$ cat src/rtl/tft_fb_reader.sv
// tft_fb_reader: AHB-Lite read master that streams one framebuffer frame of
// 32-bit pixel words into the downstream line FIFO. It uses fixed-length
// INCR bursts, and the remainder words go out as SINGLE transfers. A burst
// is only issued when the FIFO has room for the whole of it.
// Optional build macro: TFT_FB_DOUBLE_BUFFER_EN. When it is defined, FB_SEL
// chooses between BASE_ADDR and ALT_ADDR at FRAME_START.
module tft_fb_reader #(
  parameter logic [31:0] BASE_ADDR = 32'h0f000000,
  parameter logic [31:0] ALT_ADDR  = 32'h0f200000,
  parameter int          WIDTH     = 800,
  parameter int          HEIGHT    = 480,
  parameter int          BURST_LEN = 8,
  parameter int          SPACE_W   = 7
) (
  input  logic               HCLK,
  input  logic               HRESETn,
  input  logic               FRAME_START,
  input  logic               FB_SEL,
  input  logic [SPACE_W-1:0] FIFO_SPACE,
  output logic               FIFO_WR,
  output logic [31:0]        FIFO_DATA,
  output logic [31:0]        HADDR,
  output logic [2:0]         HBURST,
  output logic [1:0]         HTRANS,
  output logic               HWRITE,
  output logic [31:0]        HWDATA,
  input  logic [31:0]        HRDATA,
  input  logic               HREADY,
  input  logic               HRESP,
  output logic               BUSY_OUT,
  output logic               DONE_OUT,
  output logic               ERROR_OUT,
  output logic               OVERRUN_OUT
);

  localparam int N  = WIDTH * HEIGHT;
  // Sized so that both N and BURST_LEN always fit.
  localparam int CW = $clog2(N + BURST_LEN + 1);
  localparam int BW = (BURST_LEN > 1) ? $clog2(BURST_LEN) : 1;

  localparam logic [CW-1:0] N_C         = CW'(N);
  localparam logic [CW-1:0] BL_C        = CW'(BURST_LEN);
  localparam logic [31:0]   BURST_BYTES = 32'(BURST_LEN * 4);
  localparam logic [2:0]    B_SINGLE    = 3'b000;
  localparam logic [2:0]    B_INCR      = (BURST_LEN == 4) ? 3'b011 : 3'b101;
  localparam logic [1:0]    T_IDLE      = 2'b00;
  localparam logic [1:0]    T_NONSEQ    = 2'b10;
  localparam logic [1:0]    T_SEQ       = 2'b11;

  typedef enum logic [2:0] {S_IDLE, S_WAIT, S_ADDR, S_DATA, S_FIN, S_ERR} state_t;

  state_t        state;
  logic [31:0]   fetch_addr;    // start address of the next burst
  logic [31:0]   restart_base;  // base captured by a FRAME_START that arrives while busy
  logic          restart;
  logic [CW-1:0] word_cnt;      // words issued so far in this frame
  logic [BW-1:0] beats_left;    // address phases still to go after the current one
  logic          dphase;        // an AHB data phase is in progress this cycle

  logic [31:0]   sel_base;
  logic [CW-1:0] remaining;
  logic          use_burst;
  logic [CW-1:0] cur_len;
  logic [31:0]   space_ext;
  logic          space_ok;
  logic          beat_done;
  logic          beat_err;

`ifdef TFT_FB_DOUBLE_BUFFER_EN
  assign sel_base = FB_SEL ? ALT_ADDR : BASE_ADDR;
`else
  assign sel_base = BASE_ADDR;
  logic unused_sel;
  assign unused_sel = ^{FB_SEL, ALT_ADDR};
`endif

  assign HWRITE    = 1'b0;
  assign HWDATA    = '0;

  assign remaining = N_C - word_cnt;
  assign use_burst = (remaining >= BL_C);
  assign cur_len   = use_burst ? BL_C : CW'(1);
  assign space_ext = 32'(FIFO_SPACE);
  assign space_ok  = use_burst ? (space_ext >= 32'(BURST_LEN)) : (space_ext != 32'd0);
  // A data phase completes on HREADY. An error is taken on its first cycle,
  // which is the cycle where HRESP is high and HREADY is still low.
  assign beat_done = dphase & HREADY & ~HRESP;
  assign beat_err  = dphase & ~HREADY & HRESP;

  // Data capture: one FIFO write per completed beat, and track the data phase.
  always_ff @(posedge HCLK) begin
    if (!HRESETn) begin
      FIFO_WR   <= 1'b0;
      FIFO_DATA <= '0;
      dphase    <= 1'b0;
    end else begin
      FIFO_WR <= beat_done;
      if (beat_done) FIFO_DATA <= HRDATA;
      if (beat_err)    dphase <= 1'b0;
      else if (HREADY) dphase <= HTRANS[1];
    end
  end

  // Fetch FSM: paces bursts on FIFO space, drives the AHB address phase, and
  // handles restart, error and end of frame.
  always_ff @(posedge HCLK) begin
    if (!HRESETn) begin
      state        <= S_IDLE;
      HADDR        <= '0;
      HTRANS       <= T_IDLE;
      HBURST       <= B_SINGLE;
      BUSY_OUT     <= 1'b0;
      DONE_OUT     <= 1'b0;
      ERROR_OUT    <= 1'b0;
      OVERRUN_OUT  <= 1'b0;
      fetch_addr   <= '0;
      restart_base <= '0;
      restart      <= 1'b0;
      word_cnt     <= '0;
      beats_left   <= '0;
    end else begin
      DONE_OUT    <= 1'b0;
      OVERRUN_OUT <= FRAME_START && (state == S_WAIT || state == S_ADDR || state == S_DATA);
      if (beat_err && (state == S_ADDR || state == S_DATA)) begin
        // Abandon the burst at once. Any pending restart is dropped as well.
        HTRANS    <= T_IDLE;
        ERROR_OUT <= 1'b1;
        restart   <= 1'b0;
        state     <= S_ERR;
      end else begin
        case (state)
          S_IDLE: begin
            if (FRAME_START) begin
              fetch_addr <= sel_base;
              word_cnt   <= '0;
              restart    <= 1'b0;
              ERROR_OUT  <= 1'b0;
              BUSY_OUT   <= 1'b1;
              state      <= S_WAIT;
            end
          end
          S_WAIT: begin
            if (FRAME_START) begin
              // No burst is in flight here, so the restart takes effect at once.
              fetch_addr <= sel_base;
              word_cnt   <= '0;
            end else if (!dphase && space_ok) begin
              HADDR      <= fetch_addr;
              HTRANS     <= T_NONSEQ;
              HBURST     <= use_burst ? B_INCR : B_SINGLE;
              beats_left <= use_burst ? BW'(BURST_LEN - 1) : '0;
              fetch_addr <= fetch_addr + (use_burst ? BURST_BYTES : 32'd4);
              word_cnt   <= word_cnt + cur_len;
              state      <= S_ADDR;
            end
          end
          S_ADDR: begin
            if (FRAME_START) begin
              restart      <= 1'b1;
              restart_base <= sel_base;
            end
            if (HREADY) begin
              if (beats_left == '0) begin
                HTRANS <= T_IDLE;
                state  <= S_DATA;
              end else begin
                HADDR      <= HADDR + 32'd4;
                HTRANS     <= T_SEQ;
                beats_left <= beats_left - 1'b1;
              end
            end
          end
          S_DATA: begin
            if (beat_done) begin
              if (FRAME_START || restart) begin
                fetch_addr <= FRAME_START ? sel_base : restart_base;
                word_cnt   <= '0;
                restart    <= 1'b0;
                state      <= S_WAIT;
              end else if (word_cnt == N_C) begin
                state <= S_FIN;
              end else begin
                state <= S_WAIT;
              end
            end else if (FRAME_START) begin
              restart      <= 1'b1;
              restart_base <= sel_base;
            end
          end
          S_FIN, S_ERR: begin
            DONE_OUT <= (state == S_FIN);
            if (FRAME_START) begin
              fetch_addr <= sel_base;
              word_cnt   <= '0;
              ERROR_OUT  <= 1'b0;
              state      <= S_WAIT;
            end else begin
              BUSY_OUT <= 1'b0;
              state    <= S_IDLE;
            end
          end
          default: state <= S_IDLE;
        endcase
      end
    end
  end

endmodule

$ cat config.mk
export PLATFORM = sky130hd
export DESIGN_NAME = tft_fb_reader
export DESIGN_NICKNAME = d
export VERILOG_FILES = /design/src/rtl/tft_fb_reader.sv
export SDC_FILE = /design/constraint.sdc
export NUM_CORES = 1
export LEC_CHECK = 0
export CAP_MARGIN = 20
export CORE_MARGIN = 1
export CORE_UTILIZATION = 35
export CTS_BUF_LIST = sky130_fd_sc_hd__clkbuf_4
export DETAILED_ROUTE_END_ITERATION = 6
export GPL_TIMING_DRIVEN = 0
export PLACE_DENSITY_LB_ADDON = 0.05
export SYNTH_ARGS = -nofsm -noshare
export SYNTH_HDL_FRONTEND = slang
export SYNTH_SLANG_ARGS = --single-unit
$ cat constraint.sdc
create_clock -name HCLK -period 5.6 [get_ports HCLK]
set_input_delay 0.56 -clock HCLK [delete_from_list [all_inputs] [get_ports HCLK]]
set_output_delay 0.56 -clock HCLK [all_outputs]
set_load 0.05 [all_outputs]
==> results by group, run 1 <==
Run status
  – Status: finished, final reports clean

Timing
  – Slew Limit Headroom: 0.3945
  – Final clock skew: around 0.023 ns
  – Setup_tns: 0 ns
  – Tcrit/Tclk final: 0.8148
  – RSZ-0062 raised after global routing: false
  – Slew @ Worst Pin: between 0.8 and 0.9 ns
  – Finish-stage setup viols: 0
  – Final hold vios: 0
  – Period minus WS final: 4.563 ns
  – Max-slew violations: 0
  – FMAX: 219.2 MHz

Power
  – Clk pwr share: 0.217
  – Cell internal pwr: 1.945 mW
  – NetSw: between 1.5 and 2 mW
  – Sw Share: 0.4451
  – Flop pwr share: 0.394
  – VDD IR max: between 0.0001 and 0.00015 V
  – Tot Pwr: roughly 3.5 mW
  – Pwr dens: approximately 340 mW/mm^2
  – Static Leakage: approximately 3.5 nW
  – Gate power share: 0.390

Logic synthesis
  – Post-synth top area cell: dfxtp_1
  – Synth Instances: 1075
  – Post-synth cell types: 73
  – Avg Cell Area, Syn: just under 8 um^2
  – Sequential share of the synthesized area: 0.3908
  – Synth top area cells: dfxtp_1 39%, nand2_1 6.9%, a21oi_1 6.8%
  – Async SR Flop Fraction: 0
  – Yosys top cell area share: 0.3908
  – YS warnings: 0
  – Main synth FF type: dfxtp_1
  – Post-synth EDFFs: 0
  – Cell Area, Synth: 0.008349 mm^2
  – #FFs+latches synth: between 150 and 200

Worst setup path
  – CP arrival: approximately 5 ns
  – WP data required: 6.05 ns
  – Critical Path Fanout Max: 8
  – Setup crit start kind: flip-flop
  – Crit path capture type: flip-flop
  – Worst Setup Path Type: flip-flop to flip-flop

Floorplanning
  – Row cnt: 56
  – Die Footprint: around 0.024 mm^2
  – Die H: approximately 160 um
  – I/O pin cnt: 152
  – DIE WIDTH: about 160 um
  – Starting Density: 0.3568
  – Area of the core: between 0.02 and 0.025 mm^2

Clock network
  – CTS Buffer Depth: 2
  – H-tree Lvls: 4
  – CTS tree: built
  – Hold buffers post-CTS: 0
  – Setup Buffers After CTS: 0
  – Clock latency at the later pin of the worst-skew pair: 0.58 ns
  – Number of buffers created by CTS: 17
  – Worst-path clk slew: around 0.16 ns
  – Post-cts repair resize count: 0
  – CTS Sinks: between 150 and 200
  – Root Buffer Master: clkbuf_4

Min path
  – Hold Crit Class: primary input to flip-flop

Drt
  – Drt wl/cell: roughly 18 um
  – DRC violations left: 0
  – Initial DRC Count: between 700 and 800
  – Final wirelength: approximately 29 mm
  – DR vias: 8475
  – Antenna viol nets, final: 0
  – Vias per cell: approximately 5.4
  – Initial DRT Pass Iterations: 5

Finish
  – Post-route cell area: between 0.01 and 0.015 mm^2
  – Most common cell after layout, fill and taps aside: dfxtp_1
  – Final nets: between 1000 and 1500
  – Area Overhead vs Synth: 23.54%
  – Final Util: 0.4408
  – Most frequent cells in the layout: 163 x dfxtp_1, 154 x nand2_1, 114 x clkdlybuf4s50_1, 113 x a21oi_1, 76 x nor2_1
  – Share of layout cells above drive strength 1: 0.07097

Global route
  – GR peak layer: met2
  – Met1 Resource Use GR: 0.3286
  – Gr usage total: 0.2355
  – Vias in the first global route: 7777
  – Largest net degree at the start of global routing: 17
  – GR Util met3: 0.04569
  – GR Util met2: 0.3720
  – Initial antenna violation count: 1
  – Global route total overflow: 0
  – First-pass GRT wire length: 44.58 mm

Placement
  – Dpl cell area: 0.01001 mm^2
  – Port-buffer cells: 114
  – Routability congestion estimate: 0.9071
  – Final HPWL DP: 20.72 mm

Flow run
  – Number of max-cap violations: 0
critical path, stage by stage (launching register included):
cell and delay [ns]:
dfxtp_1 0.36, nor3_1 0.50, and3_4 0.32, o211ai_4 0.10
nor4_4 0.68, inv_2 0.21, ha_1 0.39, a41oi_1 0.19
nor3_1 0.50, and4_1 0.35, and2_1 0.14, buf_1 0.25
a21oi_1 0.12, a211oi_1 0.27, nor3_1 0.07
cells by family after synthesis:
group                      count (synthesis)  synth area share
other                                      1         0.0004491
adders and majority gates                  9           0.01349
DFF                                      163            0.3908
xor gates and xnor gates                  14           0.01469
buffers and inverters                    130           0.07583
muxes                                      7          0.008392
and+or+nand+nor                          445            0.2630
AOI/OAI and AO/OA                        306            0.2333
cells in the mapped netlist, types with 9 or more instances:
cell      number
a21oi_1      113
a221oi_1      12
a31oi_1       21
and2_1        33
and3_1        12
buf_4         35
clkbuf_1      68
dfxtp_1      163
ha_1           9
inv_1         13
nand2_1      154
nand3_1       39
nand4_1       17
nor2_1        76
nor3_1        50
nor4_1         9
o21ai_0       53
o311ai_0      15
o31ai_1       14
xnor2_1       14
cell type report:
cell class                      instances  area (um^2)
Inverter                               15        56.30
Tap cell                              319        399.1
Multi-Input combinational cell        815         4577
Clock inverter                         14        163.9
Clock buffer                           18        135.1
Timing Repair Buffer                  114         1141
Antenna cell                            1        2.502
Buffer                                115        576.8
Fill cell                            2491        13090
Sequential cell                       163         3263
power groups by stage:
stage                     Combinational [mW]  Clock [mW]  Sequential (mW)
after CTS                               1.35       0.783             1.37
after detailed placement                1.34           0             1.40
final                                   1.37       0.760             1.38
after global placement                  1.34           0             1.40
after floorplan                        0.811           0             1.46
after global routing                    1.47       0.834             1.39
flip-flops by register name, indices dropped and copies added (netlist names), 2 cells and up:
register	cells
FIFO_DATA	32
HADDR	32
fetch_addr	32
restart_base	32
word_cnt	19
beats_left	3
state	3
HTRANS	2
metrics by stage:
stage | hold WS (ns) | worst slack (ns) | cells
after global placement | 0.4352 | 1.074 | 1541
after CTS | 0.3777 | 1.055 | 1573
final | 0.4172 | 1.037 | 1574
after floorplan | 0.4253 | 2.019 | 1108
after global routing | 0.3994 | 0.6846 | 1574
after detailed placement | 0.4400 | 1.063 | 1541
path summary, 6_finish.rpt:
path                                                   start                           end  slack [ns]  depth (start not counted)
worst min-delay path                                  HREADY           dphase$_SDFFE_PP0P_        0.42                          3
worst max register to register      word_cnt[0]$_SDFFE_PN0P_   fetch_addr[19]$_SDFFE_PN0P_        1.04                         14
worst max-delay path                word_cnt[0]$_SDFFE_PN0P_   fetch_addr[19]$_SDFFE_PN0P_        1.04                         14
worst min register to register  restart_base[1]$_SDFFE_PN0P_  restart_base[1]$_SDFFE_PN0P_        0.46                          2
routing by layer:
metal / up-vias / part of all wire / wire [um]
li1: 4156 / - / -
met1: 4023 / 0.47 / 13650
met2: 272 / 0.45 / 12950
met3: 24 / 0.067 / 1929
met4: 0 / 0.0085 / 246
met5: - / 0 / 0
No activity file was read; power rests on OpenSTA's default activity.
==> inputs of run 2 (changes only) <==
- clock period: 5.6 -> 4.4 ns (I/O delays scaled with it)
==> results by group, run 2 (synthesis gave the netlist of run 1 again) <==
Global route
  – Vias in the first global route: 7784 (+0.090%)
  – Global route total overflow: 0 (unchanged)
  – Gr usage total: 0.2358 (+0.0002978)
  – Largest net degree at the start of global routing: 17 (unchanged)
  – First-pass GRT wire length: 44.62 mm (about the same)
  – Initial antenna violation count: 1 (unchanged)
  – GR Util met3: 0.04569 (unchanged)
  – GR Util met2: 0.3724 (+0.0004252)
  – GR peak layer: met2
  – Met1 Resource Use GR: 0.3291 (+0.0005126)

Power
  – Static Leakage: 3.481 nW (+0.32%)
  – Pwr dens: 430.6 mW/mm^2 (+27%)
  – VDD IR max: 0.0001851 V (+28%)
  – Tot Pwr: 4.452 mW (+27%)

Timing
  – Finish-stage setup viols: 0 (unchanged)
  – Slew @ Worst Pin: 0.8767 ns (-0.02329 ns)
  – Period minus WS final: 4.016 ns (-0.5470 ns)
  – Setup_tns: 0 ns (unchanged)
  – Final hold vios: 0 (unchanged)
  – Slew Limit Headroom: 0.4102 (+0.01567)
  – Max-slew violations: 0 (unchanged)
  – Tcrit/Tclk final: 0.9126 (+0.09788)
  – Final clock skew: 0.02376 ns (+0.0007129 ns)
  – FMAX: 249.0 MHz (+14%)
  – RSZ-0062 raised after global routing: false
  – Hold WS: 0.2978 ns (-0.1194 ns)
  – Setup WS post-layout: 0.3844 ns (-0.6530 ns)

Worst setup path
  – CP max stage cell: nor4_1
  – CP delay by family, top: simple AND/OR/NAND/NOR gates
  – Reg-to-Reg Start: word_cnt[10]$_SDFFE_PN0P_
  – Crit path capture type: flip-flop
  – Worst path most repeated cell: a31oi_1
  – Critical Path Fanout Max: 10 (+2)
  – FF-to-FF End: fetch_addr[22]$_SDFFE_PN0P_
  – CP arrival: 4.47 ns (-0.55 ns)
  – Setup crit start kind: flip-flop
  – WP data required: 4.85 ns (-1.20 ns)
  – Worst Setup Path Type: flip-flop to flip-flop
  – Buf/Inv on CP: 4 (+2)
  – Reg-to-reg slack, setup: 0.38 ns (-0.65 ns)
  – R2r worst-path depth: 15 (+1)
  – CP cell instances: buf_2, and3_1, clkbuf_1, a31oi_1, o22a_1, nor4_4, buf_4, inv_2, ha_1, a31oi_1, nor4_1, nand4_1, xnor2_1, a221oi_1, nor3_1
  – Slowest Stage Delay on Critical Path: 0.82 ns (+0.14 ns)

Finish
  – Post-route cell area: 0.01034 mm^2 (+0.24%)
  – Most common cell after layout, fill and taps aside: dfxtp_1
  – Area Overhead vs Synth: 23.84%
  – Final nets: 1297 (+0.15%)
  – Share of layout cells above drive strength 1: 0.07404 (+0.003072)
  – Area of the multi-input gates: 0.004587 mm^2 (+0.22%)
  – Most frequent cells in the layout: 163 x dfxtp_1, 154 x nand2_1, 114 x clkdlybuf4s50_1, 113 x a21oi_1, 76 x nor2_1
  – Fill cells: 2490 (-0.040%)
  – Register area: 0.003263 mm^2 (unchanged)

Clock network
  – CTS tree: built
  – Root Buffer Master: clkbuf_4
  – CTS Sinks: 163 (unchanged)
  – Hold buffers post-CTS: 0 (unchanged)
  – Clock latency at the later pin of the worst-skew pair: 0.58 ns (about the same)
  – Number of buffers created by CTS: 17 (unchanged)
  – H-tree Lvls: 4 (unchanged)
  – CTS Buffer Depth: 2 (unchanged)
  – Worst-path clk slew: 0.15 ns (about the same)

Floorplanning
  – Area of the core: 0.02340 mm^2 (unchanged)
  – DIE WIDTH: 156.5 um (unchanged)
  – Starting Density: 0.3568 (unchanged)
  – Row cnt: 56 (unchanged)
  – Die Footprint: 0.02448 mm^2 (unchanged)
  – I/O pin cnt: 152 (unchanged)
  – Die H: 156.5 um (unchanged)

Min path
  – Hold Crit Class: primary input to flip-flop
  – Hold Crit Depth: 3 (unchanged)
  – HP Start: HREADY
  – Hold endpoint: dphase$_SDFFE_PP0P_

Drt
  – Initial DRC Count: 661 (-9.6%)
  – Initial DRT Pass Iterations: 5 (unchanged)
  – Final wirelength: 28.77 mm (about the same)
  – DR vias: 8435 (-0.47%)
  – Vias per cell: 5.352 (-0.60%)
  – DRC violations left: 0 (unchanged)
  – Antenna viol nets, final: 0 (unchanged)
  – Drt wl/cell: 18.26 um (-0.12%)

Placement
  – Pre-CTS setup slack: -0.1372 ns (-1.200 ns)
  – Final HPWL DP: 20.72 mm (unchanged)
  – Dpl cell area: 0.01001 mm^2 (unchanged)
  – Port-buffer cells: 114 (unchanged)
  – Routability congestion estimate: 0.9071 (unchanged)

Run status
  – Status: finished, final reports clean

Flow run
  – Number of max-cap violations: 0 (unchanged)
run 2: worst reg2reg max path, delay by kind of cell (launching register included):
family / cells / cell delay (ns)
xor gates and xnor gates: 1 / 0.16
and+or+nand+nor: 5 / 1.53
adders and majority gates: 1 / 0.34
buffers and inverters: 4 / 0.73
DFF: 1 / 0.33
AOI/OAI and AO/OA: 4 / 0.83
run 2: how the worst max path moves through the flow:
| stage | startpoint | end | cells past startpoint |
|---|---|---|---|
| 2_1_floorplan | word_cnt[3]$_SDFFE_PN0P_ | word_cnt[15]$_SDFFE_PN0P_ | 14 |
| 3_3_place_gp | word_cnt[1]$_SDFFE_PN0P_ | fetch_addr[17]$_SDFFE_PN0P_ | 14 |
| 3_5_place_dp | word_cnt[1]$_SDFFE_PN0P_ | fetch_addr[17]$_SDFFE_PN0P_ | 14 |
| 4_1_cts | word_cnt[10]$_SDFFE_PN0P_ | fetch_addr[21]$_SDFFE_PN0P_ | 17 |
| 5_1_grt | word_cnt[10]$_SDFFE_PN0P_ | word_cnt[16]$_SDFFE_PN0P_ | 15 |
| 6_report | word_cnt[10]$_SDFFE_PN0P_ | fetch_addr[22]$_SDFFE_PN0P_ | 15 |
run 2: metal layers:
| metal | wire length [um] | vias up |
|---|---|---|
| met1 | 13390 | 3959 |
| met4 | 275 | 0 |
| li1 | - | 4164 |
| met3 | 2194 | 27 |
| met5 | 0 | - |
| met2 | 12920 | 285 |
run 2: timing repair:
action                                  CTS  global route
pin swaps                                 1             0
gates resized for setup                   0             2
setup buffers                             2             0
endpoints found under the setup margin    6             4
run 2: layout make-up:
class / count / share of cell area
Inverter: 15 / 0.005445
Antenna cell: 1 / 0.0002420
Multi-Input combinational cell: 815 / 0.4436
Clock inverter: 14 / 0.01585
Tap cell: 319 / 0.03860
Clock buffer: 18 / 0.01307
Buffer: 115 / 0.05578
Timing Repair Buffer: 116 / 0.1118
Sequential cell: 163 / 0.3156
run 2: through the flow:
step	instances	util
floorplan	1108	-
global placement	1541	0.4279
detailed placement	1541	0.4279
CTS	1575	0.4413
global route	1576	0.4418
finish	1576	0.4418
run 2: power by group:
group	internal (mW)	leakage, nW	switching, mW
combinational	0.520	2.00	1.21
sequential	1.59	1.32	0.160
clock	0.361	0.160	0.606
total	2.48	3.48	1.98
